==> src/rtl/mul_pkg.sv <==
// Shared encodings for the sequential radix-4 Booth multiplier.
package mul_pkg;

  // Controller states.
  typedef enum logic [1:0] {
    IDLE = 2'b00,
    RUN  = 2'b01,
    DONE = 2'b10
  } state_e;

  // Booth digit selection. Bit 2 flags a negated addend; bits [1:0] give the magnitude.
  typedef enum logic [2:0] {
    ZERO     = 3'b000,
    PLUS_M   = 3'b001,
    PLUS_2M  = 3'b010,
    MINUS_M  = 3'b101,
    MINUS_2M = 3'b110
  } booth_digit_e;

  // Map the multiplier triplet {q[1], q[0], q[-1]} to its radix-4 Booth digit.
  function automatic booth_digit_e booth_decode(input logic [2:0] trip);
    booth_digit_e d;
    unique case (trip)
      3'b000, 3'b111: d = ZERO;
      3'b001, 3'b010: d = PLUS_M;
      3'b011:         d = PLUS_2M;
      3'b100:         d = MINUS_2M;
      3'b101, 3'b110: d = MINUS_M;
      default:        d = ZERO;
    endcase
    return d;
  endfunction

endpackage

==> src/rtl/seq_booth_mul_if.sv <==
// Start/busy/done handshake and operand/product bus of the Booth multiplier.
interface seq_booth_mul_if #(
  parameter int unsigned WIDTH = 32
);
  logic             start;
  logic             signed_mode;
  logic [WIDTH-1:0] in1;
  logic [WIDTH-1:0] in2;
  logic             busy;
  logic             done;
  logic [WIDTH-1:0] zlow;
  logic [WIDTH-1:0] zhigh;

  // Requester side (control unit).
  modport master (
    output start, signed_mode, in1, in2,
    input  busy, done, zlow, zhigh
  );

  // Multiplier side.
  modport slave (
    input  start, signed_mode, in1, in2,
    output busy, done, zlow, zhigh
  );
endinterface

==> src/rtl/booth_r4_enc.sv <==
// Radix-4 Booth encoder: selects 0, +-M or +-2M at WIDTH+3 bits from a multiplier triplet.
module booth_r4_enc
  import mul_pkg::*;
#(
  parameter int unsigned WIDTH = 32
) (
  input  logic [2:0]       triplet,
  input  logic [WIDTH+1:0] m,
  output logic [WIDTH+2:0] addend_c
);

  localparam int unsigned ACC_W = WIDTH + 3;

  booth_digit_e     digit;
  logic [ACC_W-1:0] m1;
  logic [ACC_W-1:0] m2;

  // Decode the digit and pick the matching signed multiple of M.
  always_comb begin
    digit    = booth_decode(triplet);
    m1       = {m[WIDTH+1], m};
    m2       = {m, 1'b0};
    addend_c = '0;
    unique case (digit)
      PLUS_M:   addend_c = m1;
      PLUS_2M:  addend_c = m2;
      MINUS_M:  addend_c = ACC_W'(-m1);
      MINUS_2M: addend_c = ACC_W'(-m2);
      default:  addend_c = '0;
    endcase
  end

endmodule

==> src/rtl/seq_booth_mul.sv <==
// Multi-cycle radix-4 Booth multiplier: one digit per clock, signed or unsigned operands.
module seq_booth_mul
  import mul_pkg::*;
#(
  parameter int unsigned WIDTH = 32
) (
  input logic           clk,
  input logic           clr,
  seq_booth_mul_if.slave bus
);

  localparam int unsigned EXT_W = WIDTH + 2;
  localparam int unsigned ACC_W = WIDTH + 3;
  localparam int unsigned SH_W  = ACC_W + EXT_W + 1;
  localparam int unsigned ITER  = (WIDTH + 2) / 2;
  localparam int unsigned CNT_W = $clog2(ITER + 1);

  state_e           state_q, state_d;
  logic [CNT_W-1:0] cnt_q, cnt_d;
  logic [EXT_W-1:0] m_q, m_d;
  logic [ACC_W-1:0] acc_q, acc_d;
  logic [EXT_W-1:0] q_q, q_d;
  logic             qm1_q, qm1_d;
  logic             busy_q, busy_d;
  logic             done_q, done_d;
  logic [WIDTH-1:0] zlow_q, zlow_d;
  logic [WIDTH-1:0] zhigh_q, zhigh_d;

  logic [ACC_W-1:0] addend_c;
  logic [ACC_W-1:0] sum_c;
  logic [SH_W-1:0]  sh_c;

  booth_r4_enc #(
    .WIDTH (WIDTH)
  ) u_enc (
    .triplet  ({q_q[1:0], qm1_q}),
    .m        (m_q),
    .addend_c (addend_c)
  );

  // State, datapath and output registers; clr clears everything immediately.
  always_ff @(posedge clk or posedge clr) begin
    if (clr) begin
      state_q <= IDLE;
      cnt_q   <= '0;
      m_q     <= '0;
      acc_q   <= '0;
      q_q     <= '0;
      qm1_q   <= 1'b0;
      busy_q  <= 1'b0;
      done_q  <= 1'b0;
      zlow_q  <= '0;
      zhigh_q <= '0;
    end else begin
      state_q <= state_d;
      cnt_q   <= cnt_d;
      m_q     <= m_d;
      acc_q   <= acc_d;
      q_q     <= q_d;
      qm1_q   <= qm1_d;
      busy_q  <= busy_d;
      done_q  <= done_d;
      zlow_q  <= zlow_d;
      zhigh_q <= zhigh_d;
    end
  end

  // Next-state, Booth step and next-output logic.
  always_comb begin
    state_d = state_q;
    cnt_d   = cnt_q;
    m_d     = m_q;
    acc_d   = acc_q;
    q_d     = q_q;
    qm1_d   = qm1_q;
    busy_d  = 1'b0;
    done_d  = 1'b0;
    zlow_d  = zlow_q;
    zhigh_d = zhigh_q;

    // Add the selected multiple, then arithmetic shift {acc, q, q[-1]} right by one digit.
    sum_c = acc_q + addend_c;
    sh_c  = SH_W'($signed({sum_c, q_q, qm1_q}) >>> 2);

    unique case (state_q)
      IDLE: begin
        if (bus.start) begin
          m_d     = bus.signed_mode ? {{2{bus.in1[WIDTH-1]}}, bus.in1} : {2'b00, bus.in1};
          q_d     = bus.signed_mode ? {{2{bus.in2[WIDTH-1]}}, bus.in2} : {2'b00, bus.in2};
          acc_d   = '0;
          qm1_d   = 1'b0;
          cnt_d   = '0;
          busy_d  = 1'b1;
          state_d = RUN;
        end
      end
      RUN: begin
        busy_d = 1'b1;
        acc_d  = sh_c[SH_W-1 -: ACC_W];
        q_d    = sh_c[EXT_W:1];
        qm1_d  = sh_c[0];
        cnt_d  = cnt_q + CNT_W'(1);
        if (cnt_q == CNT_W'(ITER - 1)) begin
          state_d = DONE;
        end
      end
      DONE: begin
        busy_d  = 1'b1;
        done_d  = 1'b1;
        zlow_d  = q_q[WIDTH-1:0];
        zhigh_d = {acc_q[WIDTH-3:0], q_q[EXT_W-1:WIDTH]};
        state_d = IDLE;
      end
      default: begin
        state_d = IDLE;
      end
    endcase
  end

  assign bus.busy  = busy_q;
  assign bus.done  = done_q;
  assign bus.zlow  = zlow_q;
  assign bus.zhigh = zhigh_q;

endmodule
==> src/flat_wrapper.sv <==
// flat-port wrapper written by rule: the top's interface ports become plain ports
module seq_booth_mul_flat import mul_pkg::*;
#(
  parameter int unsigned WIDTH = 32
)
  (clk, clr, bus_start, bus_signed_mode, bus_in1, bus_in2, bus_busy, bus_done, bus_zlow, bus_zhigh);
  seq_booth_mul_if #(.WIDTH(WIDTH)) bus_i ();
  input logic clk;
  input logic clr;
  input wire logic [$bits(bus_i.start)-1:0] bus_start;
  input wire logic [$bits(bus_i.signed_mode)-1:0] bus_signed_mode;
  input wire logic [$bits(bus_i.in1)-1:0] bus_in1;
  input wire logic [$bits(bus_i.in2)-1:0] bus_in2;
  output wire logic [$bits(bus_i.busy)-1:0] bus_busy;
  output wire logic [$bits(bus_i.done)-1:0] bus_done;
  output wire logic [$bits(bus_i.zlow)-1:0] bus_zlow;
  output wire logic [$bits(bus_i.zhigh)-1:0] bus_zhigh;
  assign bus_i.start = bus_start;
  assign bus_i.signed_mode = bus_signed_mode;
  assign bus_i.in1 = bus_in1;
  assign bus_i.in2 = bus_in2;
  assign bus_busy = bus_i.busy;
  assign bus_done = bus_i.done;
  assign bus_zlow = bus_i.zlow;
  assign bus_zhigh = bus_i.zhigh;
  seq_booth_mul #(.WIDTH(WIDTH)) u_core (.clk(clk), .clr(clr), .bus(bus_i));
endmodule
==> config.mk <==
export PLATFORM = sky130hd
export DESIGN_NAME = seq_booth_mul_flat
export DESIGN_NICKNAME = d
export VERILOG_FILES = /design/src/rtl/mul_pkg.sv /design/src/rtl/seq_booth_mul_if.sv /design/src/rtl/booth_r4_enc.sv /design/src/rtl/seq_booth_mul.sv /design/src/flat_wrapper.sv
export SDC_FILE = /design/constraint.sdc
export NUM_CORES = 1
export LEC_CHECK = 0
export CAP_MARGIN = 10
export CORE_MARGIN = 2
export CORE_UTILIZATION = 50
export CTS_CLUSTER_SIZE = 12
export DETAILED_ROUTE_END_ITERATION = 10
export PLACE_DENSITY = 0.72
export SYNTH_ARGS = -nofsm -noshare
export SYNTH_HDL_FRONTEND = slang
export SYNTH_SLANG_ARGS = --single-unit
==> constraint.sdc <==
create_clock -name clk -period 7.6 [get_ports clk]
set_input_delay 0.76 -clock clk [delete_from_list [all_inputs] [get_ports clk]]
set_output_delay 0.76 -clock clk [all_outputs]
set_load 0.01 [all_outputs]
==> flow_summary.toml, run 1 <==
[status]
run_status = "finished, final reports clean"

[logic_synthesis]
synth_top_family_by_area = "compound AO/OA/AOI/OAI gates"
synth.lib_cells_used.distinct = 68
synth_sequential_area_ratio_pct = 43.8
yosysWarnings = 0
synth_top_flop_cell = "dfrtp_1"
postSynthAreaPerCell_um2 = 10.2
synth.ff_latch_count = 174
netlist_area_um2 = 9950
yosys.area_share.adder_pct = 5.99
synthesis.instances = 978
mappedNetlistNets = 1093
synth_compound_gate_area_share_pct = 16.1
yosys.area_share.xor_xnor_pct = 5.02
synthArstFlopShare_pct = 100
muxShareOfSynthArea_pct = 14.3
synth_edf_count = 0
synth_simple_gate_area_share_pct = 11.3

[power]
switching_portion_of_total_power_pct = 44.3
reported_leakage_power_nw = 5.30
power_frac_comb_pct = 50.3
cellPowerDensity_nw_per_um2 = 398
clkPwrFrac_pct = 18.9
proportion_of_power_drawn_by_flip_flops_and_latches_pct = 30.8
vdd_drop_max_mv = 0.226
switchingPower_w = 0.00212
internal_power_of_the_cells_w = 0.00266

[setup_path]
critical_path_required_ps = 7920
critical_path_peak_fanout = 19
worst_setup_path_start_kind = "register"
crit_type = "reg -> reg"
crit_arrival_ps = 5080
setup.worst_path.end_class = "register"

[routing]
antenna_violating_nets_post_route = 0
post_drt_via_cell_ratio = 5.61
wl_per_cell_um = 16.4
routed-via-count = 7610
first_pass_iters = 5
remaining_drc_errors = 0
postRouteWirelength_um = 22300
detail_route.iter0.violations = 461

[clock_network]
clk-insertion-delay-late_ps = 440
cts_max_path_buffers = 2
cts_root_buf = "clkbuf_16"
cts.sink_count = 174
cts_post_setup_buffers_inserted = 0
htree_num_levels = 4
cts-hold-fix-buffers = 0
tritoncts_clock_tree = "built"
postCtsResizedCells = 0
worst_setup_hold_path_clk_slew_ps = 70
cts_buffers = 17

[grt]
first_pass_grt_wire_length_um = 38200
gr-usage-met3_pct = 4.15
track_usage_pct = 22.0
grt.busiest_layer = "met2"
first_global_vias = 7354
antenna_found_initial = 0
met2_usage_pct = 33.7
globalRouteMet1Util_pct = 32.6
grt_overflow_total = 0
grt_start_max_net_pins = 62

[sta]
timing.final.crit_share_pct = 62.6
skew_ps = 8.14
worst_pin_slew_ps = 1050
fmaxAchievable_mhz = 210
final-setup-viol-count = 0
setup_tns_ps = 0
maxSlewHeadroom_pct = 29.8
fin_crit_ps = 4760
rsz0062_at_grt = "no"
final_hold_vios = 0
final-max-slew-violation-count = 0

[cells_and_area]
layout_commonest_cell = "dfrtp_1"
layout_common_cells = "dfrtp_1 (174), clkdlybuf4s50_1 (133), mux2_2 (97)"
finalNetCount = 1194
share_of_post_route_cells_with_drive_strength_above_1_pct = 14.4
n_antenna_cell = 0
syn_to_final_growth_pct = 20.9
utilization_pct = 61.6

[floorplan]
top_level_ports = 134
dieArea_um2 = 21000
die_height_um = 145
initial_utilization_pct = 51.0
std_cell_rows = 51
die_w_um = 145
core_um2 = 19500

[placed_design]
dp_hpwl_um = 16000
portBuffers = 133
routability_congestion_estimate_from_global_placement = 0.896

[hold_path]
min_path_type = "reg -> reg"

[run]
timing.max_cap.violations = 0
-- final cells by class --
type                       instances  area, µm²
clock buffer                      17        425
clock inverter                    15        193
fill                            1652       7490
inverter                          20       80.1
multi-input combinational        724       5250
sequential                       174       4350
tap                              265        332
timing repair buffer             142       1400
-- cells by family after synthesis --
family,Yosys count
AO/OA/AOI/OAI,254
XOR/XNOR,57
adder cells (fa/ha/maj),47
buffers and inverters,80
flip-flops,174
multiplexers,130
AND/OR/NAND/NOR,236
-- sequential cells by signal, indices dropped and copies added (netlist names) --
name,cells
u_core.bus.zlow,32
u_core.bus.zhigh,32
u_core.q_q,34
u_core.acc_q,33
u_core.cnt_q,5
u_core.bus.busy,1
u_core.qm1_q,1
u_core.bus.done,1
u_core.state_q,2
u_core.m_q,33
-- Yosys cell counts (all sizes together) (2+ instances only) --
library cell  instances  area, µm²
a22oi                34        260
nor2                 71        269
mux2                 97       1090
or3                   6       37.5
buf                  13        100
nand2                94        360
dfrtp               174       4350
nand4                12       75.1
a21o                 12       90.1
or2                   2       12.5
nor4                  5       52.6
mux2i                33        330
o211ai                9       67.6
inv                  20       75.1
o41ai                 4       35.0
and3                  2       12.5
a31oi                 3       18.8
nor3                  9       61.3
nand2b               11       68.8
clkbuf               47        178
a32o                  3       30.0
or4                   4       33.8
xor2                 26        228
nor2b                 2       12.5
o21bai                7       52.6
o21a                  8       60.1
xnor2                31        272
a211oi               10       87.6
o21ai                89        445
and4                  5       46.3
o31ai                 5       37.5
a22o                  3       27.5
o2111ai               5       43.8
a21oi                53        265
ha                   46        576
and2                  6       37.5
nand3                 5       25.0
-- per-layer routing --
layer	routed length (µm)	part of all wire, %
met1	11000	49
met2	10100	45
met3	980	4.4
met4	185	0.83
met5	0	0
-- stage by stage --
stage | hold slack, ps | area, µm² | power, W | std cells | worst slack [ps]
2_1_floorplan | 466 | 9950 | 0.00334 | 978 | 2120
3_3_place_gp | 481 | 11400 | 0.00381 | 1325 | 2980
3_5_place_dp | 490 | 11400 | 0.00387 | 1325 | 2910
4_1_cts | 507 | 12000 | 0.00480 | 1357 | 2890
5_1_grt | 522 | 12000 | 0.00519 | 1357 | 2480
6_report | 503 | 12000 | 0.00479 | 1357 | 2840
-- worst paths after layout --
| path | start | endpoint | slack [ps] | depth (start not counted) |
|---|---|---|---|---|
| setup reg to reg | u_core.q_q[0]$_DFFE_PP0P_ | u_core.acc_q[33]$_DFFE_PP0P_ | 2840 | 16 |
| setup / recovery | u_core.q_q[0]$_DFFE_PP0P_ | u_core.acc_q[33]$_DFFE_PP0P_ | 2840 | 16 |
| max in group asynchronous | clr | u_core.acc_q[33]$_DFFE_PP0P_ | 5660 | 3 |
| hold reg to reg | u_core.q_q[30]$_DFFE_PP0P_ | u_core.q_q[30]$_DFFE_PP0P_ | 500 | 2 |
| min in group asynchronous | clr | u_core.acc_q[1]$_DFFE_PP0P_ | 770 | 2 |
| hold / removal | u_core.q_q[30]$_DFFE_PP0P_ | u_core.q_q[30]$_DFFE_PP0P_ | 500 | 2 |
-- critical path: stages, from the launching register on --
cell and delay (ps):
dfrtp_1 440, ha_1 210, nand2b_1 480, a21oi_1 300, xor2_1 260, a22oi_1 140
nor2_1 210, ha_1 340, a2111oi_0 450, o21ai_1 160, a21oi_1 360, o211ai_1 260
o22a_2 290, a211oi_4 210, xnor2_1 160, o21ai_1 80, a22o_1 270
-- power by group through the flow --
stage	registers (W)	logic [W]	clock network, W
3_5_place_dp	0.00149	0.00239	0
3_3_place_gp	0.00148	0.00233	0
6_report	0.00147	0.00241	0.000906
2_1_floorplan	0.00141	0.00193	0
4_1_cts	0.00147	0.00240	0.000925
5_1_grt	0.00152	0.00271	0.000965
No activity file was read; power rests on OpenSTA's default activity.
==> run 2, diff against run 1 <==
==> constraint.sdc (replaced) <==
create_clock -name clk -period 4.9 [get_ports clk]
set_input_delay 0.49 -clock clk [delete_from_list [all_inputs] [get_ports clk]]
set_output_delay 0.49 -clock clk [all_outputs]
set_load 0.01 [all_outputs]
==> run 2 against run 1 <==
Maximum frequency rose by 6.2%. Combinational power grew 56%. Setup slack lost 2400 ps. Largest cell class unchanged. Flip-flop and latch count unchanged. Largest power group unchanged. Count of clock-buffer cells in the layout stayed put. Global-route usage is 0.55 points lower. Power rose by 54%. Clock skew rose by 1.3 ps. Worst hold slack improved by 1.7 ps. Utilization up 0.20 points. Via count about the same. Clock power rose by 48%.
==> flow_summary.toml, run 2 (same netlist as run 1, synthesis figures left out) <==
[status]
run_status = "finished, final reports clean"

[placed_design]
routability_congestion_estimate_from_global_placement = 0.936
place_ws_ps = 320
dp_hpwl_um = 15700
dpl_cells = 1325
portBuffers = 133

[clock_network]
cts_buffers = 17
worst_setup_hold_path_clk_slew_ps = 70
cts_root_buf = "clkbuf_16"
clk-insertion-delay-late_ps = 440
cts.sink_count = 174
htree_num_levels = 4
cts_max_path_buffers = 2
tritoncts_clock_tree = "built"

[power]
vdd_drop_max_mv = 0.351
cellPowerDensity_nw_per_um2 = 611
totalPowerFinal_w = 0.00738
clkPwrFrac_pct = 18.1
switchingPower_w = 0.00326
reported_leakage_power_nw = 5.32
power_frac_comb_pct = 50.9
proportion_of_power_drawn_by_flip_flops_and_latches_pct = 30.9
switching_portion_of_total_power_pct = 44.1
internal_power_of_the_cells_w = 0.00412

[cells_and_area]
filler_cell_count = 1648
finalNetCount = 1196
syn_to_final_growth_pct = 21.3
max_reg_flops = 34
share_of_post_route_cells_with_drive_strength_above_1_pct = 14.8
layout_common_cells = "dfrtp_1 (174), clkdlybuf4s50_1 (133), mux2_2 (97)"
multi_input_area_um2 = 5270
max_flop_register = "u_core.q_q"
layout_commonest_cell = "dfrtp_1"
seq_area_um2 = 4350
finalNonFillerCells = 1359
biggestRegsByFlops = "u_core.q_q (34), u_core.acc_q (33), u_core.m_q (33)"
n_antenna_cell = 0

[setup_path]
cpPeakStageDelay_ps = 600
reg2reg_slack_ps = 420
worst_path_max_delay_cell = "or4_1"
crit-reg2reg-capture = "u_core.acc_q[33]$_DFFE_PP0P_"
worst_setup_path_start_kind = "register"
setup.worst_path.end_class = "register"
timing.critical_path.cells = "or4_1, nor2_2, nand2_1, nor3_1, a21oi_1, xor2_1, a22oi_1, nor2_1, ha_1, a211oi_1, o211ai_1, a32oi_1, o211ai_1, o22a_2, a211oi_4, xnor2_1, o21ai_1, a22o_1"
cpMostUsedCell = "o211ai_1"
timing.critical_path.depth = 18
worstReg2RegStart = "u_core.m_q[5]$_DFFE_PP0P_"
reg2regPathDepth = 18
critical_path_required_ps = 5230
crit_type = "reg -> reg"
critPathCapture = "u_core.acc_q[33]$_DFFE_PP0P_"
critical_path_peak_fanout = 6
path_delay_family = "compound AO/OA/AOI/OAI gates"
crit_arrival_ps = 4800
critical_path.n_buffers_inverters = 0
startpoint_of_the_most_critical_setup_path = "u_core.m_q[5]$_DFFE_PP0P_"

[routing]
remaining_drc_errors = 0
antenna_violating_nets_post_route = 0
wl_per_cell_um = 16.1
detail_route.iter0.violations = 434
first_pass_iters = 5
postRouteWirelength_um = 21800
post_drt_via_cell_ratio = 5.60
routed-via-count = 7608

[sta]
fin_crit_ps = 4480
setup_ws_ps = 422
timing.final.crit_share_pct = 91.4
worst_pin_slew_ps = 1090
rsz0062_at_grt = "no"
maxSlewHeadroom_pct = 27.4
final_hold_vios = 0
final-setup-viol-count = 0
finalHoldWorstSlack_ps = 505
setup_tns_ps = 0
final-max-slew-violation-count = 0
fmaxAchievable_mhz = 223
skew_ps = 9.44

[grt]
grt_overflow_total = 0
first_pass_grt_wire_length_um = 37100
first_global_vias = 7230
grt_start_max_net_pins = 175
track_usage_pct = 21.5
antenna_found_initial = 0

[floorplan]
dieArea_um2 = 21000
core_um2 = 19500
std_cell_rows = 51
die_height_um = 145
die_w_um = 145
initial_utilization_pct = 51.0
top_level_ports = 134

[hold_path]
min_path_type = "reg -> reg"

[run]
timing.max_cap.violations = 0
[run 2: cell count changes in the layout (fill, tap and decap cells not counted), sizes merged]
cell / before / now
buf: 9 / 11
clkinv: 5 / 7
bufinv: 1 / 0
inv: 27 / 26
[run 2: stage by stage]
stage	cell area, µm²	util [%]
finish	12100	61.8
global route	12100	61.8
CTS	12000	61.6
detailed placement	11400	58.6
global placement	11400	58.6
floorplan	9950	-
[run 2: how the worst min path moves through the flow]
| stage | startpoint | to | slack, ps | depth (start not counted) |
|---|---|---|---|---|
| after floorplan | u_core.q_q[10]$_DFFE_PP0P_ | u_core.q_q[10]$_DFFE_PP0P_ | 470 | 2 |
| after global placement | u_core.q_q[30]$_DFFE_PP0P_ | u_core.q_q[30]$_DFFE_PP0P_ | 480 | 2 |
| after detailed placement | u_core.q_q[26]$_DFFE_PP0P_ | u_core.q_q[26]$_DFFE_PP0P_ | 490 | 2 |
| after CTS | u_core.q_q[26]$_DFFE_PP0P_ | u_core.q_q[26]$_DFFE_PP0P_ | 510 | 2 |
| after global routing | u_core.bus.zhigh[11]$_DFFE_PP0P_ | u_core.bus.zhigh[11]$_DFFE_PP0P_ | 520 | 1 |
| final | u_core.bus.zhigh[11]$_DFFE_PP0P_ | u_core.bus.zhigh[11]$_DFFE_PP0P_ | 500 | 1 |
[run 2: cell type report]
cell class              count  area share (%)
inverters                  20           0.653
clock inverters            15            1.42
clock buffers              17            3.52
repair buffers            144            11.9
well taps                 265            2.75
multi-input cells         724            43.7
flip-flops and latches    174            36.1
[run 2: power groups by stage]
stage,logic [W],registers [W],clock network [W]
2_1_floorplan,0.00299,0.00219,0
3_3_place_gp,0.00365,0.00229,0
5_1_grt,0.00423,0.00236,0.00144
4_1_cts,0.00373,0.00228,0.00138
3_5_place_dp,0.00371,0.00230,0
6_report,0.00376,0.00228,0.00134
[run 2: timing repair]
action | in CTS | in global routing
setup endpoints to repair | 0 | 4
hold buffers | 0 | 0
gates resized for setup | 0 | 4
setup buffers | 0 | 2
endpoints found under the hold margin | 0 | 0
[run 2: routing by layer]
metal	up-vias	wire, µm	GRT usage, %
li1	3734	-	-
met1	3666	10500	30.8
met2	194	10000	33.6
met3	14	1150	4.25
met4	0	200	5.54
met5	-	0	0
